File: src/rtl/conv1_pkg.sv
// Shared definitions for the conv1 weight-address sequencer: default layer
// geometry, FSM state encoding and the ROM address type.
package conv1_pkg;

  localparam int CH         = 3;
  localparam int KH         = 3;
  localparam int KW         = 3;
  localparam int TAPS       = CH * KH * KW;
  localparam int NUM        = 64;
  localparam int ADDR       = 11;
  localparam int OUT_PIXELS = 12321;
  localparam int PIX_W      = 14;

  typedef enum logic [1:0] {IDLE, RUN, FLUSH} wgen_state_t;

  typedef logic [ADDR-1:0] rom_addr_t;

  // Width of a counter that must hold 0..n-1, never narrower than one bit.
  function automatic int cnt_w(input int n);
    return (n > 1) ? $clog2(n) : 1;
  endfunction

endpackage

File: src/rtl/conv1_tap_counter.sv
// Nested kernel-tap counter: k (column) fastest, then r (row), then c
// (channel). Keeps a linear tap index alongside so lane addresses need only
// an add, never a multiply. tap_nxt exposes the value the register takes at
// the next edge so the top can register aligned metadata in the same cycle.
module conv1_tap_counter import conv1_pkg::*; #(
  parameter int CH = 3,
  parameter int KH = 3,
  parameter int KW = 3
) (
  input  logic                            clk,
  input  logic                            rst,
  input  logic                            clr,
  input  logic                            en,
  output logic [$clog2(CH*KH*KW)-1:0]     tap_idx,
  output logic [$clog2(CH*KH*KW)-1:0]     tap_nxt,
  output logic                            wrap
);

  localparam int TAP_W = $clog2(CH * KH * KW);
  localparam int K_W   = cnt_w(KW);
  localparam int R_W   = cnt_w(KH);
  localparam int C_W   = cnt_w(CH);

  logic [K_W-1:0] k_q, k_d;
  logic [R_W-1:0] r_q, r_d;
  logic [C_W-1:0] c_q, c_d;
  logic           k_at, r_at, c_at;

  // Next tap: clear wins, otherwise step k/r/c as a nested odometer.
  always_comb begin
    k_at    = (k_q == K_W'(KW - 1));
    r_at    = (r_q == R_W'(KH - 1));
    c_at    = (c_q == C_W'(CH - 1));
    wrap    = k_at & r_at & c_at;
    k_d     = k_q;
    r_d     = r_q;
    c_d     = c_q;
    tap_nxt = tap_idx;
    if (clr) begin
      k_d     = '0;
      r_d     = '0;
      c_d     = '0;
      tap_nxt = '0;
    end else if (en) begin
      if (wrap) begin
        k_d     = '0;
        r_d     = '0;
        c_d     = '0;
        tap_nxt = '0;
      end else begin
        tap_nxt = tap_idx + TAP_W'(1);
        if (!k_at) begin
          k_d = k_q + K_W'(1);
        end else begin
          k_d = '0;
          if (!r_at) begin
            r_d = r_q + R_W'(1);
          end else begin
            r_d = '0;
            c_d = c_q + C_W'(1);
          end
        end
      end
    end
  end

  // Tap position registers.
  always_ff @(posedge clk) begin
    if (rst) begin
      k_q     <= '0;
      r_q     <= '0;
      c_q     <= '0;
      tap_idx <= '0;
    end else begin
      k_q     <= k_d;
      r_q     <= r_d;
      c_q     <= c_d;
      tap_idx <= tap_nxt;
    end
  end

endmodule

File: src/rtl/conv1_weight_addr_gen.sv
// Weight-ROM address sequencer for the first conv layer. Each beat presents
// one kernel tap for all NUM filters in parallel (lane i reads i*TAPS+tap),
// sweeping every tap of every output pixel under valid/ready flow control.
// Optional macro CONV1_WGEN_PERF_CNT_EN adds a saturating stall counter.
module conv1_weight_addr_gen import conv1_pkg::*; #(
  parameter int NUM        = 64,
  parameter int ADDR       = 11,
  parameter int CH         = 3,
  parameter int KH         = 3,
  parameter int KW         = 3,
  parameter int OUT_PIXELS = 12321,
  parameter int PIX_W      = 14
) (
  input  logic                            clk,
  input  logic                            rst,
  input  logic                            start,
  input  logic                            out_ready,
  output logic [ADDR-1:0]                 address [0:NUM-1],
  output logic                            addr_valid,
  output logic [$clog2(CH*KH*KW)-1:0]     tap_idx,
  output logic                            first_tap,
  output logic                            last_tap,
  output logic [PIX_W-1:0]                pix_idx,
  output logic                            busy,
  output logic                            done
`ifdef CONV1_WGEN_PERF_CNT_EN
  ,
  output logic [31:0]                     stall_cnt
`endif
);

  localparam int                TAPS     = CH * KH * KW;
  localparam int                TAP_W    = $clog2(TAPS);
  localparam logic [PIX_W-1:0]  LAST_PIX = PIX_W'(OUT_PIXELS - 1);
  localparam logic [TAP_W-1:0]  LAST_TAP = TAP_W'(TAPS - 1);

  if (NUM * TAPS > 2 ** ADDR) begin : g_bad_addr
    $error("conv1_weight_addr_gen: ADDR too narrow for NUM*TAPS");
  end
  if (OUT_PIXELS > 2 ** PIX_W) begin : g_bad_pix
    $error("conv1_weight_addr_gen: PIX_W too narrow for OUT_PIXELS");
  end

  wgen_state_t       state_q, state_d;
  logic              accept, final_beat;
  logic              vld_p0, busy_p0, done_p0;
  logic [PIX_W-1:0]  pix_p0;
  logic              tap_clr, tap_en, tap_wrap;
  logic [TAP_W-1:0]  tap_nxt;

  assign accept     = addr_valid & out_ready;
  assign final_beat = accept & tap_wrap & (pix_idx == LAST_PIX);

  conv1_tap_counter #(
    .CH (CH),
    .KH (KH),
    .KW (KW)
  ) u_tap (
    .clk     (clk),
    .rst     (rst),
    .clr     (tap_clr),
    .en      (tap_en),
    .tap_idx (tap_idx),
    .tap_nxt (tap_nxt),
    .wrap    (tap_wrap)
  );

  // FSM next state and next values of every registered control output.
  always_comb begin
    state_d = state_q;
    vld_p0  = addr_valid;
    busy_p0 = busy;
    done_p0 = 1'b0;
    pix_p0  = pix_idx;
    tap_clr = 1'b0;
    tap_en  = 1'b0;
    unique case (state_q)
      IDLE: begin
        if (start) begin
          state_d = RUN;
          vld_p0  = 1'b1;
          busy_p0 = 1'b1;
          pix_p0  = '0;
          tap_clr = 1'b1;
        end
      end
      RUN: begin
        if (final_beat) begin
          // Last tap of last pixel taken: park counters and flag completion.
          state_d = FLUSH;
          vld_p0  = 1'b0;
          done_p0 = 1'b1;
          pix_p0  = '0;
          tap_clr = 1'b1;
        end else if (accept) begin
          tap_en = 1'b1;
          if (tap_wrap) pix_p0 = pix_idx + PIX_W'(1);
        end
      end
      FLUSH: begin
        state_d = IDLE;
        vld_p0  = 1'b0;
        busy_p0 = 1'b0;
      end
      default: begin
        state_d = IDLE;
        vld_p0  = 1'b0;
        busy_p0 = 1'b0;
      end
    endcase
  end

  // State and control output registers (stage p0 -> outputs).
  always_ff @(posedge clk) begin
    if (rst) begin
      state_q    <= IDLE;
      addr_valid <= 1'b0;
      first_tap  <= 1'b0;
      last_tap   <= 1'b0;
      pix_idx    <= '0;
      busy       <= 1'b0;
      done       <= 1'b0;
    end else begin
      state_q    <= state_d;
      addr_valid <= vld_p0;
      first_tap  <= vld_p0 & (tap_nxt == '0);
      last_tap   <= vld_p0 & (tap_nxt == LAST_TAP);
      pix_idx    <= pix_p0;
      busy       <= busy_p0;
      done       <= done_p0;
    end
  end

  for (genvar i = 0; i < NUM; i++) begin : g_lane
    localparam logic [ADDR-1:0] LANE_OFF = ADDR'(i * TAPS);
    // Lane address: fixed filter base plus the shared tap, registered with it.
    always_ff @(posedge clk) begin
      if (rst) address[i] <= '0;
      else     address[i] <= LANE_OFF + ADDR'(tap_nxt);
    end
  end

`ifdef CONV1_WGEN_PERF_CNT_EN
  function automatic logic [31:0] sat_inc(input logic [31:0] v);
    return (v == 32'hFFFF_FFFF) ? v : v + 32'd1;
  endfunction

  // Count RUN cycles where a beat is offered but not taken; clear per frame.
  always_ff @(posedge clk) begin
    if (rst)                                       stall_cnt <= '0;
    else if (state_q == IDLE && start)             stall_cnt <= '0;
    else if (state_q == RUN && addr_valid && !out_ready) stall_cnt <= sat_inc(stall_cnt);
  end
`else
`endif

endmodule
File: config.mk
export PLATFORM = sky130hd
export DESIGN_NAME = conv1_weight_addr_gen
export DESIGN_NICKNAME = d
export VERILOG_FILES = /design/src/rtl/conv1_pkg.sv /design/src/rtl/conv1_tap_counter.sv /design/src/rtl/conv1_weight_addr_gen.sv
export SDC_FILE = /design/constraint.sdc
export NUM_CORES = 1
export LEC_CHECK = 0
export CAP_MARGIN = 20
export CORE_AREA = 2 2 283 285
export CTS_BUF_LIST = sky130_fd_sc_hd__clkbuf_16
export CTS_CLUSTER_SIZE = 16
export DETAILED_ROUTE_END_ITERATION = 8
export DIE_AREA = 0 0 285 287
export GPL_ROUTABILITY_DRIVEN = 0
export HOLD_SLACK_MARGIN = 0.1
export SLEW_MARGIN = 20
export SYNTH_ARGS = -nofsm -noshare
export SYNTH_HDL_FRONTEND = slang
export SYNTH_SLANG_ARGS = --single-unit
File: constraint.sdc
create_clock -name clk -period 4.3 [get_ports clk]
set_input_delay 1.29 -clock clk [delete_from_list [all_inputs] [get_ports clk]]
set_output_delay 1.29 -clock clk [all_outputs]
set_load 0.05 [all_outputs]
==> results.md, run 1 <==
* Clock Tree Buf Depth at 2
* Met3 WL at 3.821 mm
* Final hold vios at 0
* Crit path max-delay family: buffers and inverters
* Leading cell types in the layout, fill and taps excluded: clkdlybuf4s50_1, dfxtp_1, conb_1
* Endpoints failing setup at 0
* Post-place instance area at 14730 sq um
* DRT antenna net count at 0
* Clock sinks at between 150 and 200
* Crit path max fanout at 7
* CP Class: in -> reg
* Largest family of logic cells by synthesized area: buffers and inverters
* Mapped cell area at 10810 sq um
* Sequential area share after synthesis at 35.38%
* DRC at 0
* Global route overflow at 0
* Drt wl/cell at 17.67 um
* IO Count at 732
* Post-Synth XOR/XNOR Area at 2.107%
* # diodes at 0
* Top_reg_cell synth: dfxtp_1
* Routed length on met2 at around 21 mm
* Final min period at 3846 ps
* Clock slew at reported path FFs at around 80 ps
* Worst-Margin Slew at 955.9 ps
* PD cells at 327.5 nW/um^2
* Clock Root Buffer: clkbuf_16
* Peak VDD IR at 0.2740 mV
* Pin count of the biggest net entering global routing at 75
* Post-layout nets at about 1500
* Vias in the first global route at 7040
* Worst path buffer plus inverter count at 5
* Data arrival, critical path at approximately 4200 ps
* Max Clk Rate at 0.2600 GHz
* Setup_tns at 0 ps
* Die area at slightly above 80000 sq um
* CTS resizes at 0
* FF/Latch Area at 3827 sq um
* Synth Area in Adders at under 10%
* # rows at 103
* GRT Total Usage at 10.37%
* CTS tree: yes
* Vias/cell at 3.050
* Final Instance Area at approximately 15000 sq um
* Die height at around 290 um
* Share of the synthesized area in the top cell type at a little under two fifths
* Hold WS at ~480 ps
* Gate count of the mapped netlist at 1224
* Outcome: finished, final reports clean
* Max Clock Skew at between 10 and 15 ps
* Post-synthesis register bit count at 191
* Initial antenna violation count at 3
* Initial Util at 13.75%
* First-pass GRT wire length at between 50 and 60 mm
* Post-CTS Hold Fix Bufs at 0
* Relative slew slack at 36.19%
* # fillers at 8655
* Unique masters post-synth at 51
* Vias at 7671
* Simple-gate share of the synthesized area at 11.48%
* CTS buffer count at 17
* Worst Hold Class: reg -> reg
* Die width at about 290 um
* Drt first pass iters at 4
* Max Cap Viol at 0
* Launching element type of the critical path: input port
* CP max stage cell: clkdlybuf4s50_1
* Commonest non-fill, non-tap cell in the layout: clkdlybuf4s50_1
* Worst EP required at 4690 ps
* Synth area leader: buf_4
* Final Max Tran Viols at 0
* Port bufs at 578
* Ys Warns at 0
* WL met1 at 18.87 mm
* RSZ-0062 raised after global routing: false
* Number of synthesized flops with an enable pin at 0
* CORE AREA at 78610 sq um
* Fraction of the mapped netlist area in compound gates at 6.078%
* Synth-to-layout area growth at 41.92%
* Leak at approximately 5.9 nW
* Total routed wirelength at 44.43 mm
* Layout cells sized above 1 at 7.782%
* Mux cell area share after synthesis at 0.6715%
* Mapped Avg Cell Area at 8.830 sq um
* Multi-input gate area at 3251 sq um
* Synth area leaders: buf_4, dfxtp_1, ha_1
* Critical Path Max Stage Delay at 540 ps
* Worst Setup End Kind: flop
* Depth of the CTS H-tree at 4
* 1st-iter DRT viols at 320
* Worst-skew pair later-pin latency at about 490 ps
* Setup bufs post-CTS at 0
* Ratio of final minimum period to clock period at 89.44%
* Async SR Flop Fraction at 0%
* Critical path, cell by cell: clkdlybuf4s50_1, and4b_1, buf_4, nand3_1, o21ai_0, buf_4, a21oi_4, inv_1, ha_1, inv_1, a21oi_1, a21boi_0
* Top Metal Used: met5
* Hpwl dp at 36.82 mm
==> cell families after synthesis <==
family          after synthesis
compound gates              111
fa+ha+maj                    37
xor+xnor                     26
buf+inv                     603
mux                           6
simple gates                249
other cells                   1
flops                       191
==> power by group <==
part           switching [mW]  internal (mW)
clock                   0.864          0.819
combinational            1.14          0.334
sequential             0.0540           1.81
total                    2.06           2.97
==> per-layer routing <==
metal	track usage (%)	vias up
met3	4.095	27
met2	17.04	382
li1	-	3646
met1	12.72	3614
met5	0	-
met4	2.343	2
==> registers in the layout (all words and copies together) (netlist names), 2 cells and up <==
register	cells
address	163
pix_idx	14
state_q	2
u_tap.c_q	2
u_tap.k_q	2
u_tap.r_q	2
==> Yosys cell counts, types with 2 or more instances <==
cell      instances
nand2_1          50
a21boi_0          7
or2_2             3
and2_1           19
xor2_1            7
nand2b_1          3
nor3_1           14
o21ai_0           8
nor4b_2           2
clkbuf_1         20
buf_1             7
xnor2_1          19
nor4_1            4
nor3_2            2
buf_2             7
nand4_1           5
o21bai_1          2
a22oi_1           2
buf_4           545
nor2_1           86
a31o_2            3
a211o_1           3
nor2b_1          23
a211oi_2          2
a31oi_1           9
or3_1             6
o22ai_1           5
inv_1            21
a21oi_1          63
ha_1             37
and3_1            9
nand3_1          12
nor3b_1           3
mux2i_1           5
dfxtp_1         191
o21a_1            4
inv_2             2
==> per-stage QoR <==
| step | utilization, % | setup slack, ps | instances | power, mW |
|---|---|---|---|---|
| after floorplan | - | 91.09 | 1376 | 3.254 |
| after global placement | 18.73 | -86.12 | 2483 | 3.395 |
| after detailed placement | 18.73 | -47.62 | 2483 | 3.396 |
| after CTS | 19.51 | 513.8 | 2515 | 5.117 |
| after global routing | 19.51 | 257.1 | 2515 | 5.223 |
| final | 19.51 | 454.1 | 2515 | 5.023 |
==> cell type report <==
class | count | area share [%]
Clock buffer | 18 | 2.937
Timing Repair Buffer | 636 | 40.70
Clock inverter | 14 | 1.052
Multi-Input combinational cell | 582 | 21.19
Sequential cell | 191 | 24.95
Tap cell | 1050 | 8.565
Inverter | 24 | 0.5955
==> tightest hold or removal path: stages, from the launching register on <==
cell and delay, ps:
dfxtp_1 320, nand2_1 60, a21oi_1 60
==> path summary, 6_finish.rpt <==
path	from	cells after the start	endpoint	slack (ps)
setup / recovery	out_ready	12	address[293]	450
hold / removal	u_tap.k_q[1]	2	u_tap.k_q[1]	480
setup reg to reg	pix_idx[0]	13	address[377]	810
hold reg to reg	u_tap.k_q[1]	2	u_tap.k_q[1]	480
Note: power is estimated with default switching activity, not from simulation.
==> run 2: changes to the inputs <==
Settings changed: PLACE_DENSITY_LB_ADDON set to 0.2.
==> run 2 against run 1 <==
  * Die area did not move
  * Combinational power about the same
  * Clock power up 2%
  * Largest power group unchanged
  * Via count rose by 0.16%
  * Maximum frequency decreased by 1.4%
  * Critical path depth shrank 1
==> results.md, run 2 (synthesized netlist as in run 1, its figures left out) <==
* Clock Tree Buf Depth at 2
* CTS buffer count at 17
* CP startpoint: out_ready
* Post-layout nets at 1484
* Pin count of the biggest net entering global routing at 115
* DRC at 0
* Worst setup path end: address[290]
* IO Count at 732
* Worst Setup End Kind: flop
* Initial Util at 13.75%
* DRT antenna net count at 0
* Clock Root Buffer: clkbuf_16
* Worst EP required at approximately 4700 ps
* CTS tree: yes
* Die width at roughly 290 um
* Setup bufs post-CTS at 0
* Hold WS at 491.2 ps
* CP Class: in -> reg
* Reg2Reg Depth at 12
* CORE AREA at 78610 sq um
* # rows at 103
* Worst Hold Class: reg -> reg
* Vias/cell at 3.066
* First-pass GRT wire length at around 56 mm
* Port bufs at 578
* Ratio of final minimum period to clock period at just over 90%
* Depth of the CTS H-tree at 4
* Initial antenna violation count at 1
* Total routed wirelength at between 40 and 50 mm
* CP max stage cell: clkdlybuf4s50_1
* Global route overflow at 0
* Critical path, cell by cell: clkdlybuf4s50_1, and4b_1, nand2_1, o21a_1, a211oi_2, nor2_2, buf_4, ha_1, or2_2, ha_1, nor2b_1
* Clock sinks at 191
* Crit path max-delay family: simple AND/OR/NAND/NOR gates
* Final Util at roughly 19%
* Launching element type of the critical path: input port
* Hpwl dp at 35.04 mm
* Drt wl/cell at 17.08 um
* Vias in the first global route at between 6000 and 7000
* GR Util met3 at between 4 and 5%
* Worst path buffer plus inverter count at 2
* Crit path depth at 11
* Commonest non-fill, non-tap cell in the layout: clkdlybuf4s50_1
* Final min period at approximately 3900 ps
* Leak at 5.849 nW
* Most common cell on crit path: ha_1
* Endpoints failing setup at 0
* Relative slew slack at a little under two fifths
* Gr busiest metal: met2
* RSZ-0062 raised after global routing: false
* Data arrival, critical path at 4270 ps
* Outcome: finished, final reports clean
* Die height at 287 um
* Worst Hold Depth at 2
* Max Clk Rate at around 0.26 GHz
* Setup slack, reg-to-reg at 710 ps
* Reg with most FFs: address
* Met1 Usage GRT at 10.97%
* Largest register FFs at ~160
* PD cells at about 330 nW/um^2
* Peak VDD IR at 0.2658 mV
* Worst r2r src: pix_idx[0]
* 1st-iter DRT viols at between 200 and 250
* Max Clock Skew at 7.898 ps
* Met2 usage at approximately 18%
* Worst-skew pair later-pin latency at 490 ps
* Layout cells sized above 1 at 7.143%
* Die area at 81800 sq um
* Worst-Margin Slew at 938.3 ps
* Vias at 7683
* Post-CTS Hold Fix Bufs at 0
* # diodes at 0
* Clock slew at reported path FFs at roughly 80 ps
* Drt first pass iters at 5
* GRT Total Usage at 9.925%
* Crit path max fanout at 7
* Synth-to-layout area growth at 41.32%
* Max Cap Viol at 0
* Critical Path Max Stage Delay at 550 ps
* Final hold vios at 0
* Final Max Tran Viols at 0
* Leading cell types in the layout, fill and taps excluded: clkdlybuf4s50_1, dfxtp_1, conb_1
* Worst r2r dst: address[685]
* CTS resizes at 0
* Largest registers: address (163), pix_idx (14)
[run 2: cell types whose count changed in the layout (fill, tap and decap cells not counted), sizes merged]
cell / delta
buf: -9
clkinv: +2
clkbuf: -1
inv: -1
[run 2: power breakdown]
part           internal (mW)  total (mW)  switching (mW)
Clock                  0.803        1.72           0.912
Combinational          0.331        1.46            1.13
Sequential              1.81        1.87          0.0601
Total                   2.95        5.05            2.10
[run 2: final cells by class]
cell class                 count  area [sq um]
timing repair buffer         627          6163
tap                         1050          1314
clock inverter                15         201.4
fill                        8715         63340
multi-input combinational    582          3251
sequential                   191          3827
clock buffer                  17         425.4
inverter                      24         91.34
[run 2: worst min-delay path: stages, from the launching register on]
cell and delay, ps:
dfxtp_1 330, nand2_1 60, a21oi_1 60
[run 2: worst min-delay path by stage]
stage | from | end | slack (ps)
floorplan | u_tap.k_q[1] | u_tap.k_q[1] | 450
global route | u_tap.k_q[0] | u_tap.k_q[1] | 520
CTS | u_tap.k_q[1] | u_tap.k_q[1] | 490
global placement | u_tap.k_q[1] | u_tap.k_q[1] | 460
detailed placement | u_tap.k_q[1] | u_tap.k_q[1] | 480
finish | u_tap.k_q[1] | u_tap.k_q[1] | 490
[run 2: through the flow]
step                worst slack, ps  setup TNS, ps  cell area (sq um)  instances  power (mW)
finish                        399.2              0              15270       2506       5.048
global route                  105.2              0              15270       2506       5.248
CTS                           416.2              0              15270       2506       5.149
detailed placement           -116.8         -824.9              14650       2474       3.388
global placement             -102.9         -414.0              14650       2474       3.389
floorplan                     91.09              0              11380       1376       3.254
[run 2: routing by layer]
metal | vias to the layer above | routed length, um
li1 | 3627 | -
met1 | 3605 | 16460
met2 | 421 | 21780
met3 | 28 | 4058
met4 | 2 | 493
met5 | - | 9
